===== src/rtl/tx_pcs_pkg.sv =====
// Shared TX PCS definitions: sequencer state encoding,
// stage-enable bit positions and default AM geometry.
package tx_pcs_pkg;

   typedef enum logic [1:0] {
      ST_IDLE      = 2'd0,
      ST_RAMP_UP   = 2'd1,
      ST_RUN       = 2'd2,
      ST_RAMP_DOWN = 2'd3
   } tx_state_e;

   localparam int STG_VALID_GEN    = 0;
   localparam int STG_ENCODER      = 1;
   localparam int STG_SCRAMBLER    = 2;
   localparam int STG_LANE_DIST    = 3;
   localparam int STG_BIP_CALC     = 4;
   localparam int STG_AM_MAPPER    = 5;
   localparam int STG_AM_INSERTION = 6;

   localparam int DEF_N_STAGES        = STG_AM_INSERTION + 1;
   localparam int DEF_AM_BLOCK_PERIOD = 16383;
   localparam int DEF_N_LANES         = 20;

endpackage


===== src/rtl/tx_am_window_counter.sv =====
// Alignment-marker period/window tracker: counts data blocks,
// then flags the following N_LANES valid blocks as AM slots.
module tx_am_window_counter
   import tx_pcs_pkg::*;
#(
   parameter int AM_BLOCK_PERIOD = DEF_AM_BLOCK_PERIOD,
   parameter int N_LANES         = DEF_N_LANES
) (
   input  logic i_clock,
   input  logic i_reset,
   input  logic i_run,
   input  logic i_valid,
   output logic o_win_open,
   output logic o_win_last,
   output logic o_slot
);

   localparam int BLK_W  = $clog2(AM_BLOCK_PERIOD + 1);
   localparam int LANE_W = $clog2(N_LANES + 1);

   logic [BLK_W-1:0]  r_blk;
   logic [LANE_W-1:0] r_lane;
   logic              r_win;
   logic              w_blk_end;
   logic              w_lane_end;

   assign w_blk_end  = (r_blk == BLK_W'(AM_BLOCK_PERIOD - 1));
   assign w_lane_end = (r_lane == LANE_W'(N_LANES - 1));

   assign o_win_open = r_win;
   assign o_slot     = i_run & i_valid & r_win;
   assign o_win_last = o_slot & w_lane_end;

   // Block counter clears as it reaches the period and opens a window;
   // counters hold on idle cycles and clear whenever not running.
   always_ff @(posedge i_clock) begin
      if (!i_reset || !i_run) begin
         r_blk  <= '0;
         r_lane <= '0;
         r_win  <= 1'b0;
      end else if (i_valid) begin
         if (r_win) begin
            if (w_lane_end) begin
               r_lane <= '0;
               r_win  <= 1'b0;
            end else begin
               r_lane <= r_lane + LANE_W'(1);
            end
         end else if (w_blk_end) begin
            r_blk <= '0;
            r_win <= 1'b1;
         end else begin
            r_blk <= r_blk + BLK_W'(1);
         end
      end
   end

endmodule


===== src/rtl/tx_enable_sequencer.sv =====
// TX chain enable sequencer: staged ramp up/down plus AM slot marking.
// Optional AM window counter port enabled by TX_ENABLE_SEQUENCER_AM_CNT_EN.
module tx_enable_sequencer
   import tx_pcs_pkg::*;
#(
   parameter int N_STAGES        = DEF_N_STAGES,
   parameter int STAGE_GAP       = 4,
   parameter int AM_BLOCK_PERIOD = DEF_AM_BLOCK_PERIOD,
   parameter int N_LANES         = DEF_N_LANES
) (
   input  logic                i_clock,
   input  logic                i_reset,
   input  logic                i_start,
   input  logic                i_stop,
   input  logic                i_valid,
   output logic [N_STAGES-1:0] o_enb,
   output logic                o_am_slot,
   output logic                o_running,
`ifdef TX_ENABLE_SEQUENCER_AM_CNT_EN
   output logic [15:0]         o_am_count,
`endif
   output logic                o_busy
);

   tx_state_e           r_state;
   tx_state_e           w_state_nxt;
   logic [N_STAGES-1:0] r_enb;
   logic [N_STAGES-1:0] w_enb_nxt;
   logic [7:0]          r_timer;
   logic [7:0]          w_timer_nxt;
   logic                r_stop_pend;
   logic                w_stop_pend_nxt;
   logic                w_run;
   logic                w_gap_done;
   logic                w_stop_req;
   logic                w_win_open;
   logic                w_win_last;

   assign w_run      = (r_state == ST_RUN);
   assign w_gap_done = (r_timer == 8'(STAGE_GAP - 1));
   assign w_stop_req = i_stop | r_stop_pend;

   assign o_enb     = r_enb;
   assign o_running = w_run;
   assign o_busy    = (r_state == ST_RAMP_UP) || (r_state == ST_RAMP_DOWN);

   tx_am_window_counter #(
      .AM_BLOCK_PERIOD(AM_BLOCK_PERIOD),
      .N_LANES        (N_LANES)
   ) u_am_win (
      .i_clock   (i_clock),
      .i_reset   (i_reset),
      .i_run     (w_run),
      .i_valid   (i_valid),
      .o_win_open(w_win_open),
      .o_win_last(w_win_last),
      .o_slot    (o_am_slot)
   );

   // State, enable pattern, gap timer and deferred-stop flag registers
   always_ff @(posedge i_clock) begin
      if (!i_reset) begin
         r_state     <= ST_IDLE;
         r_enb       <= '0;
         r_timer     <= '0;
         r_stop_pend <= 1'b0;
      end else begin
         r_state     <= w_state_nxt;
         r_enb       <= w_enb_nxt;
         r_timer     <= w_timer_nxt;
         r_stop_pend <= w_stop_pend_nxt;
      end
   end

   // Next-state logic; each ramp transition applies its first step at once
   always_comb begin
      w_state_nxt     = r_state;
      w_enb_nxt       = r_enb;
      w_timer_nxt     = r_timer;
      w_stop_pend_nxt = 1'b0;
      unique case (r_state)
         ST_IDLE: begin
            if (i_start && !i_stop) begin
               w_state_nxt = ST_RAMP_UP;
               w_enb_nxt   = N_STAGES'(1);
               w_timer_nxt = '0;
            end
         end
         ST_RAMP_UP: begin
            if (i_stop) begin
               w_state_nxt = ST_RAMP_DOWN;
               w_enb_nxt   = r_enb >> 1;
               w_timer_nxt = '0;
            end else if (r_enb[N_STAGES-1]) begin
               w_state_nxt = ST_RUN;
               w_timer_nxt = '0;
            end else if (w_gap_done) begin
               w_enb_nxt   = (r_enb << 1) | N_STAGES'(1);
               w_timer_nxt = '0;
            end else begin
               w_timer_nxt = r_timer + 8'd1;
            end
         end
         ST_RUN: begin
            if (w_stop_req && (!w_win_open || w_win_last)) begin
               w_state_nxt = ST_RAMP_DOWN;
               w_enb_nxt   = r_enb >> 1;
               w_timer_nxt = '0;
            end else begin
               w_stop_pend_nxt = w_stop_req;
            end
         end
         ST_RAMP_DOWN: begin
            if (r_enb == '0) begin
               w_state_nxt = ST_IDLE;
            end else if (w_gap_done) begin
               w_enb_nxt   = r_enb >> 1;
               w_timer_nxt = '0;
            end else begin
               w_timer_nxt = r_timer + 8'd1;
            end
         end
         default: begin
            w_state_nxt = ST_IDLE;
            w_enb_nxt   = '0;
            w_timer_nxt = '0;
         end
      endcase
   end

`ifdef TX_ENABLE_SEQUENCER_AM_CNT_EN
   logic [15:0] r_am_count;

   assign o_am_count = r_am_count;

   // Completed AM windows, saturating; only reset clears it
   always_ff @(posedge i_clock) begin
      if (!i_reset) begin
         r_am_count <= '0;
      end else if (w_win_last && (r_am_count != 16'hFFFF)) begin
         r_am_count <= r_am_count + 16'd1;
      end
   end
`endif

endmodule


===== config.mk =====
export PLATFORM = sky130hd
export DESIGN_NAME = tx_enable_sequencer
export DESIGN_NICKNAME = d
export VERILOG_FILES = /design/src/rtl/tx_pcs_pkg.sv /design/src/rtl/tx_am_window_counter.sv /design/src/rtl/tx_enable_sequencer.sv
export SDC_FILE = /design/constraint.sdc
export NUM_CORES = 1
export LEC_CHECK = 0
export CAP_MARGIN = 20
export CORE_AREA = 5 5 81 83
export DETAILED_ROUTE_END_ITERATION = 12
export DIE_AREA = 0 0 86 88
export PLACE_DENSITY = 0.61
export SKIP_LAST_GASP = 1
export SYNTH_ARGS = -nofsm -noshare
export SYNTH_HDL_FRONTEND = slang
export SYNTH_SLANG_ARGS = --single-unit

===== constraint.sdc =====
create_clock -name i_clock -period 1.95 [get_ports i_clock]
set_input_delay 0.39 -clock i_clock [delete_from_list [all_inputs] [get_ports i_clock]]
set_output_delay 0.39 -clock i_clock [all_outputs]
set_load 0.05 [all_outputs]

## After elaboration in Yosys (flattened, before gate mapping)

Index checks and enable logic that the tools add are counted.

| operators by class | value |
|---|---|
| add/sub/neg operators | 3 |
| equality and inequality tests | 14 |
| multiplexer cells | 26 |
| bitwise operators | 7 |
| reductions and logical operators | 18 |

Operators with widths:

| kind | number |
|---|---|
| 2-to-1 mux 7 bit | 7 |
| 2-to-1 mux 8 bit | 6 |
| case mux 8 bit (4 select lines) | 1 |
| case mux 7 bit (4 select lines) | 1 |
| adder 14 x 1 -> 14 bit (second input constant) | 1 |
| equality test 14 bit (second input constant) | 1 |
| 2-to-1 mux 14 bit | 1 |
| 2-to-1 mux 2 bit | 5 |
| inequality test 3 bit (second input constant) | 3 |
| adder 8 x 1 -> 8 bit (second input constant) | 1 |
| equality test 8 x 2 -> 1 bit (second input constant) | 1 |
| inequality test 2 bit (second input constant) | 4 |
| case mux 2 bit (4 select lines) | 1 |
| AND reduction 4 bit | 2 |
| zero test 7 bit | 1 |
| AND reduction 6 bit | 1 |
| adder 5 x 1 -> 5 bit (second input constant) | 1 |
| equality test 5 bit (second input constant) | 1 |
| 2-to-1 mux 5 bit | 1 |
| equality test 2 bit (second input constant) | 2 |
| zero test 1 bit | 4 |
| AND reduction 2 bit | 2 |
| AND 1 bit | 3 |
| logical OR 1 bit | 3 |
| 9 further kinds | 14 |

| word-level totals | value |
|---|---|
| flip-flop bits (word level) | 38 |
| input port bits | 5 |
| output and inout bits | 10 |
| word-level logic and storage cells | 76 |

## Longest topological paths before layout

Gate-level depths: netlist of the first run.

| depth | value |
|---|---|
| depth after elaboration | 8 |
| depth in mapped cells | 8 |
| depth with buffers taken out | 7 |

## Cells and area by module

A second synthesis of the first run with hierarchy kept.

| unflattened totals | value |
|---|---|
| cell total of the unflattened synthesis | 233 |
| area total of the unflattened synthesis | 2,122.0 um^2 |

Modules (own cells, without submodules):

| module | instances | cells each | area an instance (um^2) | sequential area each (um^2) |
|---|---|---|---|---|
| tx_enable_sequencer | 1 | 121 | 1,073.5 | 360.3 |
| tx_am_window_counter | 1 | 112 | 1,048.5 | 400.4 |

## Worst setup path after synthesis of the first run

No wires, ideal clock.

| timing path | value |
|---|---|
| kind | flip-flop to flip-flop |
| start | register r_state[0] |
| end | register r_timer[3] |
| arrival | 1.962 ns |
| path slack | -0.082 ns |
| stages on the path, launching flop included | 8 |
| period minus slack after synthesis | 2.032 ns |
| cell sequence | dfxtp_1 inv_1 ha_1 a22oi_4 nand3_1 buf_2 or3_1 a21oi_1 |

| between the ends | value |
|---|---|
| cells in the longest elaborated chain, start to end | 8 |

RTL lines:

| item | line | source |
|---|---|---|
| start: declaration | tx_enable_sequencer.sv:25 | `tx_state_e r_state;` |
| start signal: assignment | tx_enable_sequencer.sv:68 | `r_state <= w_state_nxt;` |
| equality test 2 bit (*) | tx_enable_sequencer.sv:39 | `assign w_run = (r_state == ST_RUN);` |
| net o_running | tx_enable_sequencer.sv:18 | `output logic o_running,` |
| AND 1 bit (2 in series) | tx_am_window_counter.sv:31 | `assign o_slot = i_run & i_valid & r_win;` |
| AND 1 bit | tx_am_window_counter.sv:32 | `assign o_win_last = o_slot & w_lane_end;` |
| logical OR 1 bit | tx_enable_sequencer.sv:105 | `if (w_stop_req && (!w_win_open \|\| w_win_last)) begin` |
| logical AND 1 bit | tx_enable_sequencer.sv:105 |  |
| inequality test 2 bit (no line) | n/a |  |
| AND reduction 3 bit (no line) | n/a |  |
| end signal: assignment | tx_enable_sequencer.sv:70 | `r_timer <= w_timer_nxt;` |
| end: declaration | tx_enable_sequencer.sv:29 | `logic [7:0] r_timer;` |

The timed path passes the listed nets; every way through them passes the cells marked *.
A chain may end at the register's enable or synchronous reset.

## Worst setup path after layout of the first run

| timing path | value |
|---|---|
| start | register r_timer[0] |
| end | register r_enb[1] (netlist: o_enb[1]) |

| between the ends | value |
|---|---|
| cells in the longest elaborated chain, start to end | 3 |

RTL lines:

| item | line | source |
|---|---|---|
| equality test 8 x 2 -> 1 bit (*) | tx_enable_sequencer.sv:40 | `assign w_gap_done = (r_timer == 8'(STAGE_GAP - 1));` |
| inequality test 3 bit (no line) / inequality test 2 bit (equally long branches) | n/a |  |
| AND reduction 6 bit (no line) (*) | n/a |  |
| end signal: assignment | tx_enable_sequencer.sv:69 | `r_enb <= w_enb_nxt;` |
| end: declaration | tx_enable_sequencer.sv:27 | `logic [N_STAGES-1:0] r_enb;` |

Mark *: on every way between the ends. The rest lies on a longest branch, timed or not.

==> results of run 1 <==
power groups by stage:
stage | clock [uW] | combinational [uW] | sequential [uW]
3_5_place_dp | 0 | 1010 | 885
4_1_cts | 713 | 1110 | 873
6_report | 691 | 1210 | 876
3_3_place_gp | 0 | 1010 | 885
2_1_floorplan | 0 | 624 | 917
5_1_grt | 753 | 1320 | 883
kinds of logic after synthesis:
group / Yosys count
simple gates: 99
compound gates: 49
flops: 38
xor+xnor: 16
buf+inv: 16
fa+ha+maj: 9
mux: 2
synthesized netlist by cell type, types with 5 or more instances:
master,count
xor2_1,10
nor3_1,5
xnor2_1,6
nand4_1,6
a21oi_1,12
nand3_1,20
ha_1,9
dfxtp_1,38
inv_1,9
nand2_1,19
o21ai_0,9
or3_1,6
nor2_1,25
a22oi_1,5
o31ai_1,7
sequential cells by signal (all words and copies together), names as in the netlist:
| signal | count |
|---|---|
| r_stop_pend | 1 |
| u_am_win.r_lane | 5 |
| o_enb | 7 |
| r_timer | 8 |
| u_am_win.r_blk | 14 |
| u_am_win.o_win_open | 1 |
| r_state | 2 |
path summary, 6_finish.rpt:
check	from	to	slack [ns]	cells after the start
hold / removal	r_timer[7]	r_timer[7]	0.48	2
hold reg to reg	r_timer[7]	r_timer[7]	0.48	2
setup reg to reg	r_timer[0]	o_enb[1]	-0.01	7
setup / recovery	r_timer[0]	o_enb[1]	-0.01	7
repair_timing:
action / in CTS / in global routing
pin swaps: 9 / 5
setup buffers: 3 / 1
gates cloned: 1 / 0
resized for setup: 9 / 18
setup endpoints to repair: 14 / 15
area by class of cell:
| cell class | instances | area (sq um) | share of cell area |
|---|---|---|---|
| timing repair buffer | 51 | 444.2 | 0.1647 |
| clock buffer | 5 | 68.82 | 0.02552 |
| inverter | 9 | 33.78 | 0.01253 |
| clock inverter | 3 | 45.04 | 0.01671 |
| multi-input combinational | 175 | 1246 | 0.4622 |
| tap | 75 | 93.84 | 0.03480 |
| sequential | 38 | 764.5 | 0.2835 |
per-stage QoR:
stage	setup TNS (ns)	cells	hold WS, ns	util	power [uW]
global route	-0.5725	356	0.5114	0.4665	2957
global placement	-2.599	343	0.4556	0.4190	1897
finish	-0.01562	356	0.4788	0.4665	2780
floorplan	0	229	0.4465	-	1541
detailed placement	-3.173	343	0.4769	0.4190	1897
CTS	0	355	0.4852	0.4494	2701
routing by layer:
| layer | global-route usage | vias up | wire length [microns] |
|---|---|---|---|
| li1 | - | 925 | - |
| met5 | 0 | - | 0 |
| met2 | 0.2102 | 27 | 2133 |
| met3 | 0.02822 | 9 | 149 |
| met4 | 0.04748 | 0 | 86 |
| met1 | 0.1594 | 829 | 2074 |
worst max-delay path: stages, from the launching register on:
cell and delay (ns):
dfxtp_2 0.36, ha_4 0.14, or4b_4 0.51, o311ai_4 0.29
o2111ai_2 0.20, buf_6 0.18, nand3_2 0.09, o31ai_4 0.07
==> results.sh, run 1 <==
export IMPL_dp_hpwl_mm=3.155
export IMPL_synthAdderAreaFrac=0.05722
export IMPL_p_sw_uw=1040
export IMPL_post_route_cells_drive_above_1_share=0.2883
export IMPL_cp_required_ns=2.13
export IMPL_synth_top_family_by_area="simple AND/OR/NAND/NOR gates"
export IMPL_clk_pin_slew_ns=0.08
export IMPL_fillCellCount=568
export IMPL_root_buffer="clkbuf_8"
export IMPL_antenna_found_initial=0
export IMPL_clock_path_buffers=2
export IMPL_p_int_uw=1740
export IMPL_timing_final_ws_setup_ns=-0.01203
export IMPL_switching_share=0.3741
export IMPL_pre_cts_slack_ns=-0.2607
export IMPL_relSlewSlack=0.6131
export IMPL_p_leak_uw=0.0009814
export IMPL_setup_viol=2
export IMPL_synth_top_flop_cell="dfxtp_1"
export IMPL_synth_simple_area_share=0.2530
export IMPL_ant_nets=0
export IMPL_grt_overflow=0
export IMPL_grt_pass1_vias=1766
export IMPL_grt_max_degree=15
export IMPL_end_kind="register"
export IMPL_grt_setup_unrepaired="true"
export IMPL_synth_edf_count=0
export IMPL_violations="negative setup slack"
export IMPL_diodes=0
export IMPL_numClockSinks=38
export IMPL_syn_nets=243
export IMPL_period_needed_ns=1.962
export IMPL_clk_latency_ns=0.30
export IMPL_synth_compound_area_frac=0.1869
export IMPL_dr_pass1_iters=4
export IMPL_drt_total_wl_mm=4.443
export IMPL_cap_violations=0
export IMPL_die_width_microns=86
export IMPL_syn_avg_cell_area_sq_um=8.594
export IMPL_fp_dieArea_sq_mm=0.007568
export IMPL_synth_seq_cells=38
export IMPL_holdBufCountCts=0
export IMPL_worst_slew_pin_slew_ns=0.5759
export IMPL_ir_drop_uv=772.1
export IMPL_core_area_sq_mm=0.005781
export IMPL_period_share=1.006
export IMPL_hold_path_class="reg2reg"
export IMPL_final_common_cell="buf_4"
export IMPL_synth_top_cell_area_share=0.3865
export IMPL_portBuffers=14
export IMPL_skew_ns=0.005901
export IMPL_ys_seq_area_frac=0.3865
export IMPL_ios=15
export IMPL_yosysWarnings=0
export IMPL_synth_largest_area_cell="dfxtp_1"
export IMPL_muxShareOfSynthArea=0.01017
export IMPL_hold_viol=0
export IMPL_synthToLayoutAreaGrowth_pct=37.00
export IMPL_die_h_microns=88
export IMPL_post_route_cell_area_sq_mm=0.002696
export IMPL_gp_congestion=0.8205
export IMPL_cts_buffers=5
export IMPL_synth_distinct_cells=45
export IMPL_finalMaxSlewViolations=0
export IMPL_drtIter0Drc=87
export IMPL_seqPwrFrac=0.315
export IMPL_drc=0
export IMPL_rows=28
export IMPL_comb_power_share=0.437
export IMPL_vias_per_cell=5.028
export IMPL_async_flop_share=0
export IMPL_grt_first_pass_wirelength_mm=7.748
export IMPL_nets=294
export IMPL_synthTopCellsByArea="dfxtp_1 (39%), ha_1 (5.7%), nand3_1 (5.1%)"
export IMPL_crit_arrival_ns=2.14
export IMPL_crit_fanout=6
export IMPL_cts_tree="built"
export IMPL_wire_per_inst_microns=12.48
export IMPL_initial_core_util=0.3405
export IMPL_grt_use_total=0.1263
export IMPL_synth_xor_area_share=0.07120
export IMPL_h_tree_depth=2
export IMPL_cp_start_kind="register"
export IMPL_vias=1790
export IMPL_clkPwrFrac=0.249
export IMPL_final_cell_mix="buf_4 (41), dfxtp_1 (35), nor2_1 (25)"
export IMPL_outcome="finished with violations"
export IMPL_power_density_mw_per_mm2=1031
export IMPL_critical_path_class="reg2reg"
export IMPL_fmax_mhz=509.7
export IMPL_syn_inst=229
export IMPL_synth_cell_area_sq_mm=0.001968
export IMPL_post_dp_cell_area_sq_mm=0.002422
Power figures use the tool's default switching activity.
==> run 2: changes to the inputs <==
--- a/config.mk
+++ b/config.mk
@@ -9,6 +9,7 @@
 export CORE_AREA = 5 5 81 83
 export DETAILED_ROUTE_END_ITERATION = 12
 export DIE_AREA = 0 0 86 88
+export MAX_ROUTING_LAYER = met4
 export PLACE_DENSITY = 0.61
 export SKIP_LAST_GASP = 1
 export SYNTH_ARGS = -nofsm -noshare
==> results.sh, run 2 (synthesized netlist as in run 1, its figures left out) <==
export IMPL_gp_congestion=0.8329
export IMPL_grt_max_degree=15
export IMPL_ant_nets=0
export IMPL_fillCellCount=568
export IMPL_grtUsageMet1=0.1588
export IMPL_period_needed_ns=1.969
export IMPL_numClockSinks=38
export IMPL_nets=294
export IMPL_critPathSlowestCell="or4b_4"
export IMPL_grt_overflow=0
export IMPL_finalNonFillerCells=356
export IMPL_clock_path_buffers=2
export IMPL_die_h_microns=88
export IMPL_r2r_slack_ns=-0.02
export IMPL_post_route_cells_drive_above_1_share=0.2847
export IMPL_hold_viol=0
export IMPL_grt_busiest_layer="met2"
export IMPL_cap_violations=0
export IMPL_r2r_end="o_enb[1]"
export IMPL_grt_pass1_vias=1762
export IMPL_post_dp_cell_area_sq_mm=0.002422
export IMPL_setup_viol=4
export IMPL_skew_ns=0.006054
export IMPL_grt_use_total=0.1302
export IMPL_ff_latch_area_sq_um=764.5
export IMPL_cts_tree="built"
export IMPL_period_share=1.010
export IMPL_grt_first_pass_wirelength_mm=7.755
export IMPL_post_route_cell_area_sq_mm=0.002689
export IMPL_p_leak_uw=0.0009803
export IMPL_antenna_found_initial=0
export IMPL_finalMaxSlewViolations=0
export IMPL_vias=1794
export IMPL_dr_pass1_iters=4
export IMPL_largest_reg_flops=14
export IMPL_use_met2=0.2109
export IMPL_fmax_mhz=507.8
export IMPL_drtIter0Drc=95
export IMPL_final_cell_mix="buf_4 (41), dfxtp_1 (35), nor2_1 (25)"
export IMPL_ir_drop_uv=781.1
export IMPL_drt_total_wl_mm=4.472
export IMPL_synthToLayoutAreaGrowth_pct=36.62
export IMPL_h_tree_depth=2
export IMPL_grtUsageMet3=0.02822
export IMPL_drc=0
export IMPL_rows=28
export IMPL_clk_latency_ns=0.30
export IMPL_die_width_microns=86
export IMPL_r2r_start="r_timer[0]"
export IMPL_core_area_sq_mm=0.005781
export IMPL_crit_arrival_ns=2.15
export IMPL_holdPathStages=2
export IMPL_root_buffer="clkbuf_8"
export IMPL_critPathTopFamily="simple AND/OR/NAND/NOR gates"
export IMPL_finalPower_uw=2771
export IMPL_outcome="finished with violations"
export IMPL_holdBufCountCts=0
export IMPL_cp_start_kind="register"
export IMPL_crit_fanout=6
export IMPL_utilization=0.4652
export IMPL_wire_per_inst_microns=12.56
export IMPL_ff2ff_path_depth=7
export IMPL_critical_path_class="reg2reg"
export IMPL_cp_num_cells=7
export IMPL_crit_chain="ha_4, or4b_4, o311ai_4, o2111ai_2, buf_6, nand3_2, o31ai_4"
export IMPL_crit_end="o_enb[1]"
export IMPL_hold_path_class="reg2reg"
export IMPL_critPathMaxStageDelay_ns=0.51
export IMPL_crit_start="r_timer[0]"
export IMPL_place_inst=343
export IMPL_portBuffers=14
export IMPL_cts_buffers=5
export IMPL_ios=15
export IMPL_fp_dieArea_sq_mm=0.007568
export IMPL_violations="negative setup slack"
export IMPL_cp_required_ns=2.13
export IMPL_end_kind="register"
export IMPL_multi_input_area_sq_mm=0.001239
export IMPL_grt_setup_unrepaired="true"
export IMPL_path_buf_inv=1
export IMPL_timing_final_ws_setup_ns=-0.01924
export IMPL_final_common_cell="buf_4"
export IMPL_worst_slew_pin_slew_ns=0.5680
export IMPL_hold_slack_ns=0.4788
export IMPL_regMostFlops="u_am_win.r_blk"
export IMPL_diodes=0
export IMPL_dp_hpwl_mm=3.155
export IMPL_power_density_mw_per_mm2=1030
export IMPL_initial_core_util=0.3405
export IMPL_clk_pin_slew_ns=0.08
export IMPL_relSlewSlack=0.6184
export IMPL_vias_per_cell=5.039
[run 2: cell counts in the layout (fill, tap and decap cells not counted)]
Identical to the previous run, type by type.
[run 2: power by group]
group          leakage [uW]  internal, uW  total, uW  switching, uW
combinational      0.000622           524       1200            681
sequential         0.000308           828        874           46.3
clock             0.0000504           381        691            311
[run 2: what timing repair did]
| action | in CTS | in global routing |
|---|---|---|
| pin swaps | 9 | 5 |
| endpoints found under the hold margin | 0 | 0 |
| cloned | 1 | 0 |
| buffers inserted | 3 | 1 |
| setup endpoints to repair | 14 | 15 |
| gates resized for setup | 9 | 16 |
[run 2: how the worst min path moves through the flow]
stage | start | to | slack, ns
2_1_floorplan | r_timer[7] | r_timer[7] | 0.45
3_3_place_gp | r_timer[7] | r_timer[7] | 0.46
3_5_place_dp | u_am_win.r_lane[1] | u_am_win.r_lane[1] | 0.48
4_1_cts | r_timer[7] | r_timer[7] | 0.49
5_1_grt | r_timer[7] | r_timer[7] | 0.51
6_report | r_timer[7] | r_timer[7] | 0.48
[run 2: metal layers]
layer,up-vias,part of all wire
li1,924,-
met1,831,0.47
met2,30,0.48
met3,9,0.035
met4,0,0.019
met5,-,0
[run 2: worst register-to-register path: cells and delay by family (launching register included)]
kind	cells	cell delay [ns]
flops	1	0.36
buf+inv	1	0.18
simple gates	2	0.60
compound gates	3	0.56
fa+ha+maj	1	0.14
[run 2: final cells by class]
| cell class | instances | share of cell area |
|---|---|---|
| Clock inverter | 3 | 0.01675 |
| Sequential cell | 38 | 0.2843 |
| Clock buffer | 5 | 0.02559 |
| Tap cell | 75 | 0.03490 |
| Multi-Input combinational cell | 175 | 0.4607 |
| Timing Repair Buffer | 51 | 0.1652 |
| Inverter | 9 | 0.01256 |
[run 2: per-stage QoR]
| stage | worst slack, ns | TNS (ns) |
|---|---|---|
| 2_1_floorplan | 0.002935 | 0 |
| 3_3_place_gp | -0.2106 | -2.599 |
| 3_5_place_dp | -0.2607 | -3.173 |
| 4_1_cts | 0.009902 | 0 |
| 5_1_grt | -0.08868 | -0.4827 |
| 6_report | -0.01924 | -0.03313 |
